## src/rtl/ram_arbiter_pkg.sv

```systemverilog
// Shared types and defaults for the arbitrated register RAM.
package ram_arbiter_pkg;

  localparam int DefaultDataWidth = 16;
  localparam int DefaultNumRegs   = 8;

  typedef enum logic {
    INIT = 1'b0,
    RUN  = 1'b1
  } arb_state_t;

endpackage

```

## src/rtl/RAM.sv

```systemverilog
// Simple register RAM: one synchronous write port, one asynchronous read port.
module RAM
  import ram_arbiter_pkg::*;
#(
  parameter int DataWidth  = DefaultDataWidth,
  parameter int NumRegs    = DefaultNumRegs,
  parameter int IndexWidth = $clog2(NumRegs)
) (
  input  logic                  clk,
  input  logic                  writeEn,
  input  logic [IndexWidth-1:0] writeAddr,
  input  logic [DataWidth-1:0]  writeData,
  input  logic [IndexWidth-1:0] readAddr,
  output logic [DataWidth-1:0]  readData
);

  logic [DataWidth-1:0] mem_r [NumRegs];

  // Storage write
  always_ff @(posedge clk) begin
    if (writeEn) begin
      mem_r[writeAddr] <= writeData;
    end
  end

  assign readData = mem_r[readAddr];

endmodule

```

## src/rtl/rr_arbiter.sv

```systemverilog
// Combinational one-hot round-robin picker; search starts just after lastGrant.
module rr_arbiter #(
  parameter int NumReqs  = 2,
  parameter int IdxWidth = (NumReqs > 1) ? $clog2(NumReqs) : 1
) (
  input  logic [NumReqs-1:0]  reqValid,
  input  logic [IdxWidth-1:0] lastGrant,
  input  logic                enable,
  output logic [NumReqs-1:0]  grant,
  output logic [IdxWidth-1:0] grantIdx
);

  logic                found_s;
  logic [IdxWidth-1:0] cand_s;

  // Rotating priority search, then one-hot expansion of the winner
  always_comb begin
    grant    = '0;
    grantIdx = '0;
    found_s  = 1'b0;
    cand_s   = '0;
    for (int k = 1; k <= NumReqs; k++) begin
      cand_s = IdxWidth'((int'(lastGrant) + k) % NumReqs);
      if (!found_s && reqValid[cand_s]) begin
        found_s  = 1'b1;
        grantIdx = cand_s;
      end else begin
        grantIdx = grantIdx;
      end
    end
    if (enable && found_s) begin
      grant[grantIdx] = 1'b1;
    end else begin
      grant = '0;
    end
  end

endmodule

```

## src/rtl/ram_arbiter.sv

```systemverilog
// Shares one RAM between NumReqs requesters; zero-sweeps the RAM after reset or clear.
module ram_arbiter
  import ram_arbiter_pkg::*;
#(
  parameter int DataWidth  = DefaultDataWidth,
  parameter int NumRegs    = DefaultNumRegs,
  parameter int IndexWidth = $clog2(NumRegs),
  parameter int NumReqs    = 2
) (
  input  logic                                clk,
  input  logic                                resetN,
  input  logic                                clearReq,
  input  logic [NumReqs-1:0]                  reqValid,
  input  logic [NumReqs-1:0]                  reqWrite,
  input  logic [NumReqs-1:0][IndexWidth-1:0]  reqAddr,
  input  logic [NumReqs-1:0][DataWidth-1:0]   reqWData,
  output logic [NumReqs-1:0]                  reqReady,
  output logic [NumReqs-1:0]                  rspValid,
  output logic [DataWidth-1:0]                rspData,
  output logic                                initDone
);

  localparam int GrantWidth = (NumReqs > 1) ? $clog2(NumReqs) : 1;

  arb_state_t             state_r;
  logic [IndexWidth-1:0]  init_count_r;
  logic [GrantWidth-1:0]  last_grant_r;
  logic [GrantWidth-1:0]  grant_idx_s;
  logic [NumReqs-1:0]     grant_s;
  logic [NumReqs-1:0]     rsp_valid_r;
  logic [DataWidth-1:0]   rsp_data_r;
  logic                   init_done_r;
  logic                   arb_enable_s;
  logic                   accept_s;
  logic                   ram_we_s;
  logic [IndexWidth-1:0]  ram_waddr_s;
  logic [DataWidth-1:0]   ram_wdata_s;
  logic [DataWidth-1:0]   read_data_s;

  // A clear request blocks grants in the same cycle it is seen
  assign arb_enable_s = (state_r == RUN) && !clearReq;
  assign accept_s     = |grant_s;

  rr_arbiter #(
    .NumReqs  (NumReqs),
    .IdxWidth (GrantWidth)
  ) u_rr (
    .reqValid  (reqValid),
    .lastGrant (last_grant_r),
    .enable    (arb_enable_s),
    .grant     (grant_s),
    .grantIdx  (grant_idx_s)
  );

  // Write-port mux: sweep owns the port in INIT, granted requester in RUN
  always_comb begin
    ram_we_s    = 1'b0;
    ram_waddr_s = '0;
    ram_wdata_s = '0;
    if (state_r == INIT) begin
      ram_we_s    = 1'b1;
      ram_waddr_s = init_count_r;
      ram_wdata_s = '0;
    end else begin
      ram_we_s    = accept_s && reqWrite[grant_idx_s];
      ram_waddr_s = reqAddr[grant_idx_s];
      ram_wdata_s = reqWData[grant_idx_s];
    end
  end

  RAM #(
    .DataWidth  (DataWidth),
    .NumRegs    (NumRegs),
    .IndexWidth (IndexWidth)
  ) u_ram (
    .clk       (clk),
    .writeEn   (ram_we_s),
    .writeAddr (ram_waddr_s),
    .writeData (ram_wdata_s),
    .readAddr  (reqAddr[grant_idx_s]),
    .readData  (read_data_s)
  );

  // Sweep sequencing, round-robin bookkeeping and the registered read response
  always_ff @(posedge clk or negedge resetN) begin
    if (!resetN) begin
      state_r      <= INIT;
      init_count_r <= '0;
      last_grant_r <= GrantWidth'(NumReqs - 1);
      rsp_valid_r  <= '0;
      rsp_data_r   <= '0;
      init_done_r  <= 1'b0;
    end else begin
      case (state_r)
        INIT: begin
          rsp_valid_r <= '0;
          if (init_count_r == IndexWidth'(NumRegs - 1)) begin
            state_r      <= RUN;
            init_count_r <= '0;
            init_done_r  <= 1'b1;
          end else begin
            init_count_r <= init_count_r + IndexWidth'(1);
          end
        end
        RUN: begin
          if (clearReq) begin
            state_r     <= INIT;
            init_done_r <= 1'b0;
            rsp_valid_r <= '0;
          end else if (accept_s) begin
            last_grant_r <= grant_idx_s;
            if (reqWrite[grant_idx_s]) begin
              rsp_valid_r <= '0;
            end else begin
              rsp_valid_r <= grant_s;
              rsp_data_r  <= read_data_s;
            end
          end else begin
            rsp_valid_r <= '0;
          end
        end
        default: begin
          state_r      <= INIT;
          init_count_r <= '0;
          init_done_r  <= 1'b0;
          rsp_valid_r  <= '0;
        end
      endcase
    end
  end

  assign reqReady = grant_s;
  assign rspValid = rsp_valid_r;
  assign rspData  = rsp_data_r;
  assign initDone = init_done_r;

endmodule

```

## config.mk

```make
export PLATFORM = sky130hd
export DESIGN_NAME = ram_arbiter
export DESIGN_NICKNAME = d
export VERILOG_FILES = /design/src/rtl/ram_arbiter_pkg.sv /design/src/rtl/RAM.sv /design/src/rtl/rr_arbiter.sv /design/src/rtl/ram_arbiter.sv
export SDC_FILE = /design/constraint.sdc
export NUM_CORES = 1
export LEC_CHECK = 0
export BUFFER_PORTS_ARGS = -buffer_cell sky130_fd_sc_hd__buf_4
export CORE_AREA = 4 4 131 133
export CTS_BUF_LIST = sky130_fd_sc_hd__clkbuf_4
export CTS_CLUSTER_SIZE = 25
export DETAILED_ROUTE_END_ITERATION = 12
export DIE_AREA = 0 0 135 137
export PLACE_DENSITY_LB_ADDON = 0.05
export SYNTH_ARGS = -nofsm -noshare
export SYNTH_HDL_FRONTEND = slang
export SYNTH_HIERARCHICAL = 1
export SYNTH_SLANG_ARGS = --single-unit
```

## constraint.sdc

```tcl
create_clock -name clk -period 7.8 [get_ports clk]
set_input_delay 0.78 -clock clk [delete_from_list [all_inputs] [get_ports clk]]
set_output_delay 0.78 -clock clk [all_outputs]
set_load 0.005 [all_outputs]
```

# [Word-level counts from Yosys, hierarchy flattened]
# Memories as Yosys holds them, arrays and structs flattened. A register that Yosys moved wholly into a read port is not among the register bits.
# Index checks and enable logic that the tools add are counted.
[totals] reg_bits=8 latchBits=0 mem_bits_rw=128 rom_bits=0 in_bits=45 out_inout_bits=21 n_memories=1
[classes] addsub=3 multipliers=0 div_mod_pow=0 order_cmp=4 eq_ne=3 n_shift=0 mux=33 bitwise=3 n_reduce_logical=12
[memory_table] name="u_ram.mem_r" depth=8 width=16 read_ports=1 rd_clocked_by_memory_dff=1 write_ports=1 line_no="RAM.sv:17" source="logic [DataWidth-1:0] mem_r [NumRegs];"
[ops] operator="16-bit two-way mux" n=3
[ops] operator="1-bit two-way mux" n=18
[ops] operator="3-bit two-way mux" n=4
[ops] operator="2-bit two-way mux" n=4
[ops] operator="1-bit by 2-bit less-than comparator with 1-bit output (second input constant)" n=3
[ops] operator="1-bit logical AND" n=5
[ops] operator="1-bit one-hot mux with 2 select lines" n=2
[ops] operator="2-bit one-hot mux with 2 select lines" n=1
[ops] operator="4-bit AND reduction" n=1
[ops] operator="3-bit by 1-bit adder with 3-bit output (second input constant)" n=1
[ops] operator="3-bit == test (second input constant)" n=1
[ops] operator="1-bit zero test" n=3
[ops] operator="1-bit inverter" n=3
[ops] operator="3-bit AND reduction" n=1
[ops] operator="1-bit adder (second input constant)" n=2
[ops] operator="2-bit by 1-bit != test with 1-bit output (second input constant)" n=1
[ops] operator="2-bit != test (second input constant)" n=1
[ops] operator="2-bit AND reduction" n=1
[ops] operator="2-bit OR reduction" n=1
[ops] operator="1-bit demux with 1-bit select" n=1
[ops] operator="1-bit >= comparator (second input constant)" n=1

# [Logic depth before layout (Yosys ltp)]
[logic_depth] ltp_word=17 ltp_mapped=9

# [Modules after synthesis]
# The synthesis kept the hierarchy.
[modules_own_cells] mod="RAM" instances=1 cells_each=198 area_per_inst_um2=4973.5 seq_area_each_um2=3843.7
[modules_own_cells] mod="ram_arbiter" instances=1 cells_each=109 area_per_inst_um2=1317.5 seq_area_each_um2=601.8
[modules_own_cells] mod="rr_arbiter" instances=1 cells_each=5 area_per_inst_um2=30.0 seq_area_each_um2=0.0

# [Least setup slack after synthesis]
# OpenSTA, ideal clock, no wires.
[synth_timing] kind="input-to-reg" from="input port reqValid[1]" to="memory u_ram/mem_r[0][0] in the netlist's numbering (enable)" t_arrival_ns=3.115 required_time_ns=7.391 setup_slack_ns=4.276 stages=5 n_path_buf=1 cell_sequence="a21boi_2 > buf_2 > mux2_2 > mux2_2 > nor3_1"
[synth_via] elab_cells_between_ends=27
[synth_lines] element="from (decl)" line_no="ram_arbiter.sv:13" source="input logic [NumReqs-1:0] reqValid,"
[synth_lines] element="1-bit two-way mux (implied by the code) (2 in series)" line_no="rr_arbiter.sv:24" source="if (!found_s && reqValid[cand_s]) begin"
[synth_lines] element="1-bit two-way mux" line_no="rr_arbiter.sv:24"
[synth_lines] element="1-bit zero test" line_no="rr_arbiter.sv:24"
[synth_lines] element="1-bit logical AND" line_no="rr_arbiter.sv:24"
[synth_lines] element="1-bit two-way mux (*)" line_no="rr_arbiter.sv:24"
[synth_lines] element="3-bit two-way mux (implied by the code) (*) (2 in series)" line_no="ram_arbiter.sv:66" source="ram_waddr_s = reqAddr[grant_idx_s];"
[synth_lines] element="3-bit two-way mux (*)" line_no="ram_arbiter.sv:60" source="if (state_r == INIT) begin"
[synth_lines] element="named net ram_waddr_s[0]" line_no="ram_arbiter.sv:36" source="logic [IndexWidth-1:0] ram_waddr_s;"
[synth_lines] element="to (decl)" line_no="RAM.sv:17"
# Mark *: on every way through the listed nets, which the timed path passes. The rest lies on a longest branch. The select of a mux whose other input is x is not followed.

# [Worst setup path in the final report]
[layout_timing] from="register last_grant_r" to="memory u_ram/mem_r[3][10] in the netlist's numbering (enable)"
[layout_via] elab_cells_between_ends=29
[layout_lines] element="from (decl)" line_no="ram_arbiter.sv:27" source="logic [GrantWidth-1:0] last_grant_r;"
[layout_lines] element="from (signal assigned)" line_no="ram_arbiter.sv:89" source="last_grant_r <= GrantWidth'(NumReqs - 1);"
[layout_lines] element="from (signal assigned)" line_no="ram_arbiter.sv:111" source="last_grant_r <= grant_idx_s;"
[layout_lines] element="1-bit adder" line_no="rr_arbiter.sv:23" source="cand_s = IdxWidth'((int'(lastGrant) + k) % NumReqs);"
[layout_lines] element="1-bit two-way mux (implied by the code) (2 in series)" line_no="rr_arbiter.sv:24"
[layout_lines] element="1-bit two-way mux" line_no="rr_arbiter.sv:24"
[layout_lines] element="1-bit zero test" line_no="rr_arbiter.sv:24"
[layout_lines] element="1-bit logical AND" line_no="rr_arbiter.sv:24"
[layout_lines] element="1-bit two-way mux (*)" line_no="rr_arbiter.sv:24"
[layout_lines] element="named net grant_idx_s" line_no="ram_arbiter.sv:28" source="logic [GrantWidth-1:0] grant_idx_s;"
[layout_lines] element="3-bit two-way mux (implied by the code) (*) (2 in series)" line_no="ram_arbiter.sv:66"
[layout_lines] element="3-bit two-way mux (*)" line_no="ram_arbiter.sv:60"
[layout_lines] element="named net ram_waddr_s[0]" line_no="ram_arbiter.sv:36"
# Marked as above.

==> flow_metrics.env <==
export IMPL_outcome="completed"
export IMPL_hold_violations=0
export IMPL_worst_slew_pin_slew_ns=1.10
export IMPL_syn_avg_cell_area_sq_um=20.3
export IMPL_ys_types=28
export IMPL_cp_required_ns=7.97
export IMPL_netlist_area_sq_um=6320
export IMPL_reg2reg_slack_ns=3.70
export IMPL_htree_levels=4
export IMPL_drtPass1Iterations=4
export IMPL_dieHeight_um=137
export IMPL_drc=0
export IMPL_hold_buffers=0
export IMPL_fmax_mhz=244
export IMPL_n_fill_cell=1364
export IMPL_antenna_cells=0
export IMPL_finalCritPeriodShare_pct=52.6
export IMPL_cp_end_kind="flop"
export IMPL_cts_clk_slew_worst_paths_ns=0.12
export IMPL_drive_gt1_share_pct=38.5
export IMPL_boundaryPins=66
export IMPL_post_route_util_pct=46.7
export IMPL_synthCells=312
export IMPL_clock_latency_ns=0.55
export IMPL_final_cell_mix="edfxtp_1 (128), buf_4 (66), mux2_2 (40)"
export IMPL_worstSetupPathType="reg2reg"
export IMPL_grt_pass1_wl_mm=19.3
export IMPL_finalClockSkew_ns=0.0139
export IMPL_cap_violations=0
export IMPL_setup_tns_final_ns=0
export IMPL_yosysTopAreaCellShare_pct=60.8
export IMPL_numCtsBuffers=17
export IMPL_finalNetCount=429
export IMPL_grt_max_degree=34
export IMPL_cts_root_buf="clkbuf_4"
export IMPL_maxSlewViolCount=0
export IMPL_cp_slowest_cell="mux2_2"
export IMPL_finalSetupViolCount=0
export IMPL_synth_top_cell_by_area="edfxtp_1"
export IMPL_dp_slack_ns=3.08
export IMPL_wire_per_inst_um=20.6
export IMPL_grt_remaining_overflow=0
export IMPL_reg2reg_from="last_grant_r"
export IMPL_initial_core_util_pct=39.9
export IMPL_min_path_type="in2async"
export IMPL_area_growth_pct=16.9
export IMPL_avgViaCountPerCell=5.05
export IMPL_crit_buf_inv=0
export IMPL_coreArea_sq_um=15800
export IMPL_ys_warn_count=6
export IMPL_dp_cells=579
export IMPL_cts_sinks=152
export IMPL_wirelength_mm=12.6
export IMPL_rsz0062_at_grt="false"
export IMPL_p_leak_nw=2.79
export IMPL_stdcell_count=611
export IMPL_cp_arrival_ns=4.27
export IMPL_ir_drop_v=0.000208
export IMPL_die_w_um=135
export IMPL_regToRegEndpoint="u_ram/mem_r[3][10]"
export IMPL_critPathTopFamily="multiplexers"
export IMPL_grt_pass1_vias=3312
export IMPL_synth_nets=359
export IMPL_setup_ws_ns=3.70
export IMPL_ys_seq_area_share_pct=70.3
export IMPL_final_common_cell="edfxtp_1"
export IMPL_cts_tree="yes"
export IMPL_vias=3085
export IMPL_grt_usage_pct=14.6
export IMPL_port_buffers=65
export IMPL_drt_antenna_violating_nets=0
export IMPL_gp_congestion=0.693
export IMPL_start_kind="flop"
export IMPL_grt_antenna_before_repair=0
export IMPL_slowest_delay_ns=1.07
export IMPL_cts_resized=0
export IMPL_crit_chain="a21boi_4 -> mux2_2 -> mux2_2 -> nand2_1 -> nor2_2"
export IMPL_die_area_sq_um=18500
export IMPL_power_density_nw_per_um2=348
export IMPL_dr_first_iter_drc_count=119
export IMPL_clockBufferDepth=2
export IMPL_row_count=46
export IMPL_period_needed_ns=4.10
export IMPL_reg2reg_depth=5
export IMPL_cp_max_fo=33
export IMPL_hpwl_mm=7.72
export IMPL_cts_setup_buffers=0
export IMPL_synthTopCellsByArea="edfxtp_1 (61%), mux4_1 (12%), dfrtp_1 (9.1%), mux2_2 (7.1%), mux2i_1 (2.5%)"
export IMPL_synth_ff_latch_count=152
export IMPL_cp_common_cell="mux2_2"
export IMPL_relSlewSlack_pct=27.0
==> worst max path at each step <==
stage / startpoint / depth (start not counted) / end / slack [ns]
finish: last_grant_r / 5 / u_ram/mem_r[3][10] / 3.70
global route: last_grant_r / 5 / u_ram/mem_r[1][5] / 3.42
CTS: last_grant_r / 5 / u_ram/mem_r[1][7] / 3.55
detailed placement: reqValid[0] / 6 / u_ram/mem_r[1][5] / 3.08
global placement: reqValid[0] / 6 / u_ram/mem_r[1][3] / 3.19
floorplan: reqValid[1] / 5 / u_ram/mem_r[0][0] / 4.28
==> layer usage <==
metal | vias to the layer above | routed length, um | GRT usage [%]
met1 | 1583 | 5830 | 20.3
met4 | 0 | 207 | 5.38
met2 | 74 | 6080 | 22.4
li1 | 1412 | - | -
met5 | - | 0 | 0
met3 | 16 | 469 | 3.64
==> sequential cells by signal, summed over array words and instances, names as in the netlist <==
register      cells
u_ram/mem_r     128
rspData          16
init_count_r      3
rspValid          2
initDone          1
last_grant_r      1
state_r           1
==> kinds of logic after synthesis <==
group	Yosys count	synth area share [%]
DFF	152	70.3
muxes	89	23.0
and+or+nand+nor	43	3.76
buffers and inverters	19	1.84
AOI/OAI and AO/OA	7	0.713
adders and majority gates	2	0.396
==> through the flow <==
step	power [mW]	instance area (sq um)	hold WS, ns
2_1_floorplan	1.74	6320	0.474
3_3_place_gp	2.01	7030	0.491
3_5_place_dp	2.04	7030	0.498
4_1_cts	2.62	7390	0.111
5_1_grt	2.72	7390	0.121
6_report	2.57	7390	0.153
==> cell usage after synthesis (all sizes together) <==
library cell	count
inv	4
dfstp	1
nand2	5
nor3	4
mux2i	16
a21oi	1
edfxtp	128
nor2	10
ha	2
clkbuf	3
buf	12
nor2b	16
mux2	41
dfrtp	23
o22ai	1
a21o	1
mux4	32
nand2b	5
and2	3
o21ai	3
a21boi	1
==> power by group <==
part	internal, mW	total, mW	leakage [nW]	switching, mW
Combinational	0.280	0.685	1.08	0.405
Sequential	1.24	1.31	1.52	0.0680
Clock	0.314	0.578	0.186	0.264
==> layout make-up <==
| type | count | area (sq um) | share of cell area, % |
|---|---|---|---|
| Clock buffer | 17 | 128 | 1.73 |
| Clock inverter | 15 | 231 | 3.13 |
| Inverter | 4 | 15.0 | 0.203 |
| Multi-Input combinational cell | 141 | 1800 | 24.4 |
| Sequential cell | 152 | 4450 | 60.2 |
| Tap cell | 216 | 270 | 3.66 |
| Timing Repair Buffer | 66 | 495 | 6.71 |
(Power assumes the default switching activity.)
